[config.mk]
export PLATFORM = sky130hd
export DESIGN_NAME = mem_boot_loader
export DESIGN_NICKNAME = d
export VERILOG_FILES = /design/src/rtl/mips_pkg.sv /design/src/rtl/word_assembler.sv /design/src/rtl/mem_boot_loader.sv
export SDC_FILE = /design/constraint.sdc
export NUM_CORES = 1
export LEC_CHECK = 0
export CAP_MARGIN = 15
export CORE_ASPECT_RATIO = 0.75
export CORE_MARGIN = 2
export CORE_UTILIZATION = 34
export DETAILED_ROUTE_END_ITERATION = 12
export PLACE_DENSITY = 0.51
export SYNTH_ARGS = -nofsm -noshare
export SYNTH_HDL_FRONTEND = slang
export SYNTH_HIERARCHICAL = 1
export SYNTH_SLANG_ARGS = --single-unit
[constraint.sdc]
create_clock -name clk -period 3.5 [get_ports clk]
set_input_delay 0.35 -clock clk [delete_from_list [all_inputs] [get_ports clk]]
set_output_delay 0.35 -clock clk [all_outputs]
set_load 0.01 [all_outputs]
[src/rtl/mips_pkg.sv]
`default_nettype none
// ============================================================================
// Package     : mips_pkg
// Description : Definitions shared between the boot loader and the singleMips
//               data memory: loader state encoding, word geometry.
// Revision    : 1.0 - initial release
// ============================================================================
package mips_pkg;

    // Memory word width, shared with the singleMips data memory
    localparam int DATA_W         = 32;
    localparam int BYTES_PER_WORD = 4;

    typedef enum logic [1:0] {
        ST_IDLE  = 2'd0,
        ST_CLEAR = 2'd1,
        ST_LOAD  = 2'd2,
        ST_DONE  = 2'd3
    } loader_state_t;

endpackage : mips_pkg
`default_nettype wire

[src/rtl/word_assembler.sv]
`default_nettype none
// ============================================================================
// Module      : word_assembler
// Description : Packs a big-endian byte stream into memory words. The first
//               byte of a word lands in bits 31:24. A byte flagged as last
//               closes the word early, and the unfilled low bytes read zero.
// Ports       : clk, rst (sync, active-low), clear (sync flush of a partial
//               word), accept (byte handshake), in_byte, in_last,
//               word_done (pulse in the accepting cycle), word (finished word,
//               valid while word_done is high)
// Revision    : 1.0 - initial release
// ============================================================================
module word_assembler
    import mips_pkg::*;
(
    input  logic              clk,
    input  logic              rst,
    input  logic              clear,
    input  logic              accept,
    input  logic [7:0]        in_byte,
    input  logic              in_last,
    output logic              word_done,
    output logic [DATA_W-1:0] word
);

    localparam logic [1:0] C_LAST_IDX = 2'(BYTES_PER_WORD - 1);

    logic [DATA_W-1:0] r_acc;  // bytes received so far, already in final lanes
    logic [1:0]        r_idx;  // lane of the next byte, 0 = bits 31:24
    logic [4:0]        w_shift;

    // Lanes below the current byte are still zero in r_acc, which provides
    // the zero padding when in_last closes the word early.
    assign w_shift   = {r_idx, 3'b000};
    assign word      = r_acc | ({in_byte, (DATA_W - 8)'(0)} >> w_shift);
    assign word_done = accept & (in_last | (r_idx == C_LAST_IDX));

    always_ff @(posedge clk) begin
        if (!rst) begin
            r_acc <= '0;
            r_idx <= '0;
        end else if (clear) begin
            r_acc <= '0;
            r_idx <= '0;
        end else if (accept) begin
            if (word_done) begin
                r_acc <= '0;
                r_idx <= '0;
            end else begin
                r_acc <= word;
                r_idx <= r_idx + 2'd1;
            end
        end
    end

endmodule : word_assembler
`default_nettype wire

[src/rtl/mem_boot_loader.sv]
`default_nettype none
// ============================================================================
// Module      : mem_boot_loader
// Description : Holds singleMips in reset, zero-fills its data memory, then
//               writes a byte-serial big-endian image into memory words and
//               releases the CPU reset. busy selects the loader onto the
//               shared memory write port.
// Ports       : clk, rst (sync, active-low), start, in_valid/in_byte/in_last/
//               in_ready (byte stream), mem_we/mem_addr/mem_wdata (memory
//               write port), busy, done, words_loaded, cpu_rst (active-high),
//               cksum (only with MEM_BOOT_LOADER_CKSUM_EN defined)
// Options     : MEM_BOOT_LOADER_CKSUM_EN adds a modulo-2^32 sum of the image
//               words written during LOAD.
// Revision    : 1.0 - initial release
// ============================================================================
module mem_boot_loader
    import mips_pkg::*;
#(
    parameter int ADDR_W = 6,
    parameter int DATA_W = 32
) (
    input  logic              clk,
    input  logic              rst,
    input  logic              start,
    input  logic              in_valid,
    input  logic [7:0]        in_byte,
    input  logic              in_last,
    output logic              in_ready,
    output logic              mem_we,
    output logic [ADDR_W-1:0] mem_addr,
    output logic [DATA_W-1:0] mem_wdata,
    output logic              busy,
    output logic              done,
    output logic [ADDR_W:0]   words_loaded,
    output logic              cpu_rst
`ifdef MEM_BOOT_LOADER_CKSUM_EN
    ,
    output logic [31:0]       cksum
`endif
);

    localparam int              DEPTH       = 2 ** ADDR_W;
    localparam logic [ADDR_W-1:0] C_LAST_ADDR = ADDR_W'(DEPTH - 1);
    localparam logic [ADDR_W:0] C_LAST_WORD = (ADDR_W + 1)'(DEPTH - 1);

    loader_state_t     r_state;

    logic              w_accept;
    logic              w_asm_clear;
    logic              w_word_done;
    logic [DATA_W-1:0] w_word;
    logic [ADDR_W:0]   w_wr_idx;
    logic              w_final;

    assign w_accept    = in_valid & in_ready;
    // Every load passes through CLEAR, so flushing there discards any
    // partial word left over from an earlier image.
    assign w_asm_clear = (r_state == ST_CLEAR);

    // Index of the word being completed now. While a previous write strobe
    // is still on the port, its address has not been advanced yet.
    assign w_wr_idx = words_loaded + {{ADDR_W{1'b0}}, mem_we};
    assign w_final  = in_last | (w_wr_idx == C_LAST_WORD);

    word_assembler u_word_assembler (
        .clk       (clk),
        .rst       (rst),
        .clear     (w_asm_clear),
        .accept    (w_accept),
        .in_byte   (in_byte),
        .in_last   (in_last),
        .word_done (w_word_done),
        .word      (w_word)
    );

    always_ff @(posedge clk) begin
        if (!rst) begin
            r_state      <= ST_IDLE;
            in_ready     <= 1'b0;
            mem_we       <= 1'b0;
            mem_addr     <= '0;
            mem_wdata    <= '0;
            busy         <= 1'b0;
            done         <= 1'b0;
            words_loaded <= '0;
            cpu_rst      <= 1'b1;
`ifdef MEM_BOOT_LOADER_CKSUM_EN
            cksum        <= '0;
`endif
        end else begin
            case (r_state)
                ST_IDLE, ST_DONE: begin
                    if (start) begin
                        r_state      <= ST_CLEAR;
                        mem_we       <= 1'b1;
                        mem_addr     <= '0;
                        mem_wdata    <= '0;
                        busy         <= 1'b1;
                        done         <= 1'b0;
                        words_loaded <= '0;
                        cpu_rst      <= 1'b1;
`ifdef MEM_BOOT_LOADER_CKSUM_EN
                        cksum        <= '0;
`endif
                    end
                end

                ST_CLEAR: begin
                    if (mem_addr == C_LAST_ADDR) begin
                        r_state  <= ST_LOAD;
                        mem_we   <= 1'b0;
                        mem_addr <= '0;
                        in_ready <= 1'b1;
                    end else begin
                        mem_addr <= mem_addr + ADDR_W'(1);
                    end
                end

                ST_LOAD: begin
                    mem_we <= 1'b0;
                    // Retire the write strobe on the port. in_ready already
                    // low here means that write was the final word.
                    if (mem_we) begin
                        words_loaded <= words_loaded + (ADDR_W + 1)'(1);
                        if (in_ready) begin
                            mem_addr <= mem_addr + ADDR_W'(1);
                        end else begin
                            r_state <= ST_DONE;
                            busy    <= 1'b0;
                            done    <= 1'b1;
                            cpu_rst <= 1'b0;
                        end
                    end
                    // A single-byte word closed by in_last can complete while
                    // the previous strobe is still retiring; the address
                    // advances on the same edge, so both land correctly.
                    if (w_word_done) begin
                        mem_we    <= 1'b1;
                        mem_wdata <= w_word;
`ifdef MEM_BOOT_LOADER_CKSUM_EN
                        cksum     <= cksum + w_word;
`else
                        // No running sum without the checksum option.
`endif
                        if (w_final) begin
                            in_ready <= 1'b0;
                        end
                    end
                end

                default: r_state <= ST_IDLE;
            endcase
        end
    end

endmodule : mem_boot_loader
`default_nettype wire

; ---- Word-level counts from Yosys, hierarchy flattened
; Index checks and enable logic that the tools add are counted.
[classes]
reduce_logical = 12
n_eq_ne = 13
shift = 1
mux = 33
n_addsub = 4
bitwise = 6
[ops]
columns = cell, count
row1 = 2-to-1 mux 32 bit, 3
row2 = case mux 32 bit (2 select lines), 1
row3 = OR 32 bit, 1
row4 = >> shifter 32 x 5 -> 32 bit, 1
row5 = 2-to-1 mux 6 bit, 4
row6 = case mux 6 bit (3 select lines), 1
row7 = 2-to-1 mux 7 bit, 2
row8 = case mux 7 bit (2 select lines), 1
row9 = != test 2 bit (second input constant), 6
row10 = AND reduction 4 bit, 3
row11 = 2-to-1 mux 1 bit, 11
row12 = 2-to-1 mux 2 bit, 5
row13 = AND reduction 3 bit, 3
row14 = adder 7 x 1 -> 7 bit, 1
row15 = adder 7 x 1 -> 7 bit (second input constant), 1
row16 = == test 7 x 6 -> 1 bit (second input constant), 1
row17 = adder 6 x 1 -> 6 bit (second input constant), 1
row18 = == test 2 bit (second input constant), 3
row19 = == test 6 bit (second input constant), 1
row20 = case mux 1 bit (2 select lines), 3
row21 = case mux 2 bit (3 select lines), 1
row22 = nonzero test 2 bit, 2
row23 = OR reduction 2 bit, 2
row24 = case mux 1 bit (3 select lines), 1
row25 = 8 further kinds, 10
[totals]
wordCells = 80
output_inout_bits = 50
reg_bits = 86
in_bits = 13

; ---- Logic depth before layout (Yosys ltp)
[depth]
ltp_word = 6
depth_mapped = 9
ltp_nobuf = 6

; ---- By module
; Netlist, hierarchy kept.
[by_module_without_submodules]
columns = mod, area_each_um2, n_inst, cells_each
row1 = mem_boot_loader, 2229.6, 1, 243
row2 = word_assembler, 1846.8, 1, 195

; ---- Worst setup path after synthesis
; Ideal clock, no wire load.
[synth_timing]
path_kind = reg-to-reg
startpoint = register in_ready
endpoint = register mem_wdata[21]
period_less_slack_ns = 2.000
stages_incl_launch_ff = 10
path_buffers = 4
arrival_time_ns = 1.935
t_required_ns = 3.435
slack_ns = 1.500
path_cell_list = dfxtp_1 -> and2_1 -> buf_6 -> o21a_2 -> buf_4 -> and3_1 -> clkbuf_1 -> buf_2 -> a22oi_1 -> nor2b_1
[synth_via]
elab_chain_len = 4
[synth_rtl]
columns = element, line_no
row1 = start: declaration, mem_boot_loader.sv:28  ; output logic in_ready,
row2 = start signal: assignment, mem_boot_loader.sv:79  ; in_ready <= 1'b0;
row3 = start signal: assignment, mem_boot_loader.sv:113  ; in_ready <= 1'b1;
row4 = start signal: assignment, mem_boot_loader.sv:146  ; in_ready <= 1'b0;
row5 = bitwise AND 1 bit, mem_boot_loader.sv:55  ; assign w_accept = in_valid & in_ready;
row6 = net w_accept, mem_boot_loader.sv:48  ; logic w_accept;
row7 = bitwise AND 1 bit, word_assembler.sv:36  ; assign word_done = accept & (in_last | (r_idx == C_LAST_IDX));
row8 = net w_word_done, mem_boot_loader.sv:50  ; logic w_word_done;
row9 = != test 2 x 1 -> 1 bit (no source line), --
row10 = AND reduction 3 bit (no source line), --
row11 = end signal: assignment, mem_boot_loader.sv:139  ; mem_wdata <= w_word;
row12 = end: declaration, mem_boot_loader.sv:31  ; output logic [DATA_W-1:0] mem_wdata,
; The timed path passes the listed nets, and every way through them passes these cells.
; A chain may end at the register's enable or synchronous reset.

; ---- Worst setup path after layout
[layout_timing]
startpoint = register r_state[0]
endpoint = register mem_wdata[3]
[layout_via]
elab_chain_len = 4
elab_cells_between_ends = 9
cone_classes = eq/ne (4) / mux (1) / reduce/logical (4)
[layout_rtl]
columns = element, line_no
row1 = start: declaration, mem_boot_loader.sv:46  ; loader_state_t r_state;
row2 = start signal: assignment, mem_boot_loader.sv:78  ; r_state <= ST_IDLE;
row3 = start signal: assignment, mem_boot_loader.sv:94  ; r_state <= ST_CLEAR;
row4 = start signal: assignment, mem_boot_loader.sv:110  ; r_state <= ST_LOAD;
row5 = == test 2 bit or zero test 2 bit (tied branches), mem_boot_loader.sv:91  ; case (r_state)
row6 = OR reduction 2 bit, mem_boot_loader.sv:91
row7 = != test 2 bit (no source line) or nonzero test 2 bit (tied branches), --
row8 = AND reduction 3 bit (no source line), --
; Several ways; a longest one is shown, not always the timed one.

==> flow_summary.json <==
{
  "hold_path.class": "reg2reg",
  "die_w_um": 130,
  "ys_warn_count": 6,
  "hold_viol": 0,
  "synthArstFlopShare": 0,
  "fmax_mhz": 478,
  "area_growth_pct": 23.0,
  "ys_seq_area_frac": 0.422,
  "design.core.area_um2": 11700,
  "cp_slowest_cell": "ha_1",
  "vias": 3321,
  "grt_pass1_wl_um": 17200,
  "path_max_fanout": 32,
  "fin_nets": 500,
  "via_per_inst": 5.14,
  "outcome": "finished, final reports clean",
  "dr_wl_met3_um": 446,
  "drtAntennaViolNets": 0,
  "die_h_um": 98.8,
  "synth_fp_nets": 459,
  "final_cell_mix": "86 x dfxtp_1, 62 x clkdlybuf4s50_1, 34 x a21o_1, 33 x a22oi_1, 30 x inv_1",
  "timing.rr.start": "r_state[0]",
  "row_count": 34,
  "grt_overflow": 0,
  "cts_tree": "built",
  "crit_start": "r_state[0]",
  "grt_pass1_vias": 3199,
  "layout_min_cycle_time_ns": 2.09,
  "power_density_nw_per_um2": 530,
  "grt_usage": 0.171,
  "period_share": 0.598,
  "met2_length_um": 4370,
  "setup.worst_path.class": "reg2reg",
  "drc": 0,
  "setup_violations": 0,
  "cp.required_ns": 3.77,
  "ys_types": 50,
  "clk_path_buf_depth": 2,
  "maxCapViolCount": 0,
  "postCtsSetupBuffers": 0,
  "end_kind": "flop",
  "wl_per_cell_um": 16.4,
  "arrival_ns": 2.36,
  "dieArea_um2": 12900,
  "synth_flop_cell": "dfxtp_1",
  "ys_seq_elements": 86,
  "wl_met1_um": 5630,
  "nFillCells": 1190,
  "gp_congestion": 0.776,
  "drtIter0Drc": 234,
  "rsz0062_at_grt": "false",
  "pin_count": 63,
  "syn_area_per_cell_um2": 9.31,
  "final_common_cell": "dfxtp_1",
  "hold_start": "done",
  "fin_skew_ns": 0.00558,
  "startpoint_type": "flop",
  "cts_resized": 0,
  "maxSlewViolCount": 0,
  "post-route-util": 0.430,
  "power.leakage_nw": 1.86,
  "cts-root-buf": "clkbuf_16",
  "crit_chain": "inv_1 > ha_1 > mux2_2 > o21ai_2 > buf_4 > a22oi_1 > nor2_1",
  "portBuffers": 62,
  "synthesis.instances": 438,
  "slowest_delay_ns": 0.44,
  "ctsHoldBuffers": 0,
  "antenna_cells": 0,
  "hpwl_um": 6740,
  "whs_ns": 0.448,
  "antenna_found_initial": 0,
  "tightest_slew_ns": 0.585,
  "cts_made_buffers": 9,
  "clock_latency_ns": 0.34,
  "fin_setup_tns_ns": 0,
  "path_clk_slew_ns": 0.06,
  "drt-total-wl_um": 10600,
  "syn_area_um2": 4080,
  "cts_sinks": 86,
  "initial_core_util": 0.350,
  "synth_enable_flop_cells": 0,
  "vdd_drop_max_v": 0.000241,
  "drtPass1Iterations": 4,
  "grt_max_degree": 38,
  "relSlewSlack": 0.610,
  "h-tree-depth": 3,
  "layout-drive-gt1-share": 0.0847,
  "routed.top_layer": "met4"
}
==> per-layer routing <==
metal,GRT usage,vias to the layer above
met1,0.262,1578
met5,0,-
met2,0.232,69
li1,-,1665
met3,0.0418,9
met4,0.0556,0
==> path summary, 6_finish.rpt <==
path / end / slack (ns) / cells past startpoint
max: mem_wdata[3] / 1.41 / 7
min: done / 0.45 / 2
max reg2reg: mem_wdata[3] / 1.41 / 7
min reg2reg: done / 0.45 / 2
==> synth_stat cells, types with 2 or more instances <==
library cell / count / area, um^2
nor3_1: 11 / 55.1
o2bb2ai_1: 2 / 17.5
nor2b_1: 20 / 125
a22oi_1: 33 / 248
and3_1: 3 / 18.8
and2_1: 3 / 18.8
nand3_1: 7 / 35.0
xor2_1: 3 / 26.3
clkbuf_1: 13 / 48.8
nand4bb_1: 9 / 101
a21boi_0: 2 / 15.0
o21ai_0: 9 / 45.0
or3_1: 3 / 18.8
a41oi_1: 10 / 87.6
buf_2: 12 / 60.1
dfxtp_1: 86 / 1720
a21o_1: 34 / 255
a21oi_1: 10 / 50.1
nand4b_1: 17 / 149
nand4_1: 3 / 18.8
nor4b_1: 2 / 17.5
clkbuf_2: 6 / 30.0
nand2_1: 14 / 52.6
ha_1: 8 / 100
inv_1: 30 / 113
buf_6: 4 / 45.0
nand2b_1: 7 / 43.8
a211oi_2: 12 / 150
buf_4: 5 / 37.5
a211oi_1: 12 / 90.1
xnor2_1: 4 / 35.0
nor2_1: 26 / 97.6
==> cell type report <==
cell class	count	area, um^2	area share
inverter	30	113	0.0225
timing repair buffer	71	688	0.137
clock buffer	11	243	0.0484
sequential	86	1720	0.343
multi-input combinational	281	2020	0.403
tap	162	203	0.0404
clock inverter	5	25.0	0.00499
==> logic make-up after synthesis <==
| family | Yosys count | synth area share |
|---|---|---|
| flip-flops | 86 | 0.422 |
| AND/OR/NAND/NOR | 132 | 0.200 |
| adder cells (fa/ha/maj) | 8 | 0.0246 |
| XOR/XNOR | 7 | 0.0150 |
| multiplexers | 2 | 0.00522 |
| AO/OA/AOI/OAI | 132 | 0.250 |
| buffers and inverters | 71 | 0.0829 |
==> worst max-delay path, delay by kind of cell, from the launching register on <==
| family | cells | cell delay, ns |
|---|---|---|
| simple gates | 1 | 0.12 |
| flops | 1 | 0.39 |
| compound gates | 2 | 0.20 |
| buf+inv | 2 | 0.43 |
| mux | 1 | 0.44 |
| fa+ha+maj | 1 | 0.44 |
==> state kept, by name, summed over array words and instances, names as in the netlist <==
register / count
u_word_assembler/r_acc: 32
busy: 1
words_loaded: 7
mem_wdata: 32
in_ready: 1
mem_addr: 6
cpu_rst: 1
u_word_assembler/r_idx: 2
r_state: 2
mem_we: 1
done: 1
==> metrics by stage <==
step / total power, mW / cell area (um^2) / std cells / setup slack, ns
floorplan: 1.60 / 4080 / 438 / 1.50
global placement: 1.79 / 4750 / 630 / 1.43
detailed placement: 1.80 / 4750 / 630 / 1.44
CTS: 2.69 / 5010 / 646 / 1.41
global route: 2.81 / 5010 / 646 / 1.24
finish: 2.66 / 5010 / 646 / 1.41
==> where the power goes <==
part | switching [mW] | leakage (nW) | internal (mW)
registers | 0.0538 | 0.695 | 1.03
clock network | 0.380 | 0.139 | 0.494
logic | 0.436 | 1.02 | 0.259
total | 0.870 | 1.86 | 1.79
Note: power is estimated with default switching activity, not from simulation.
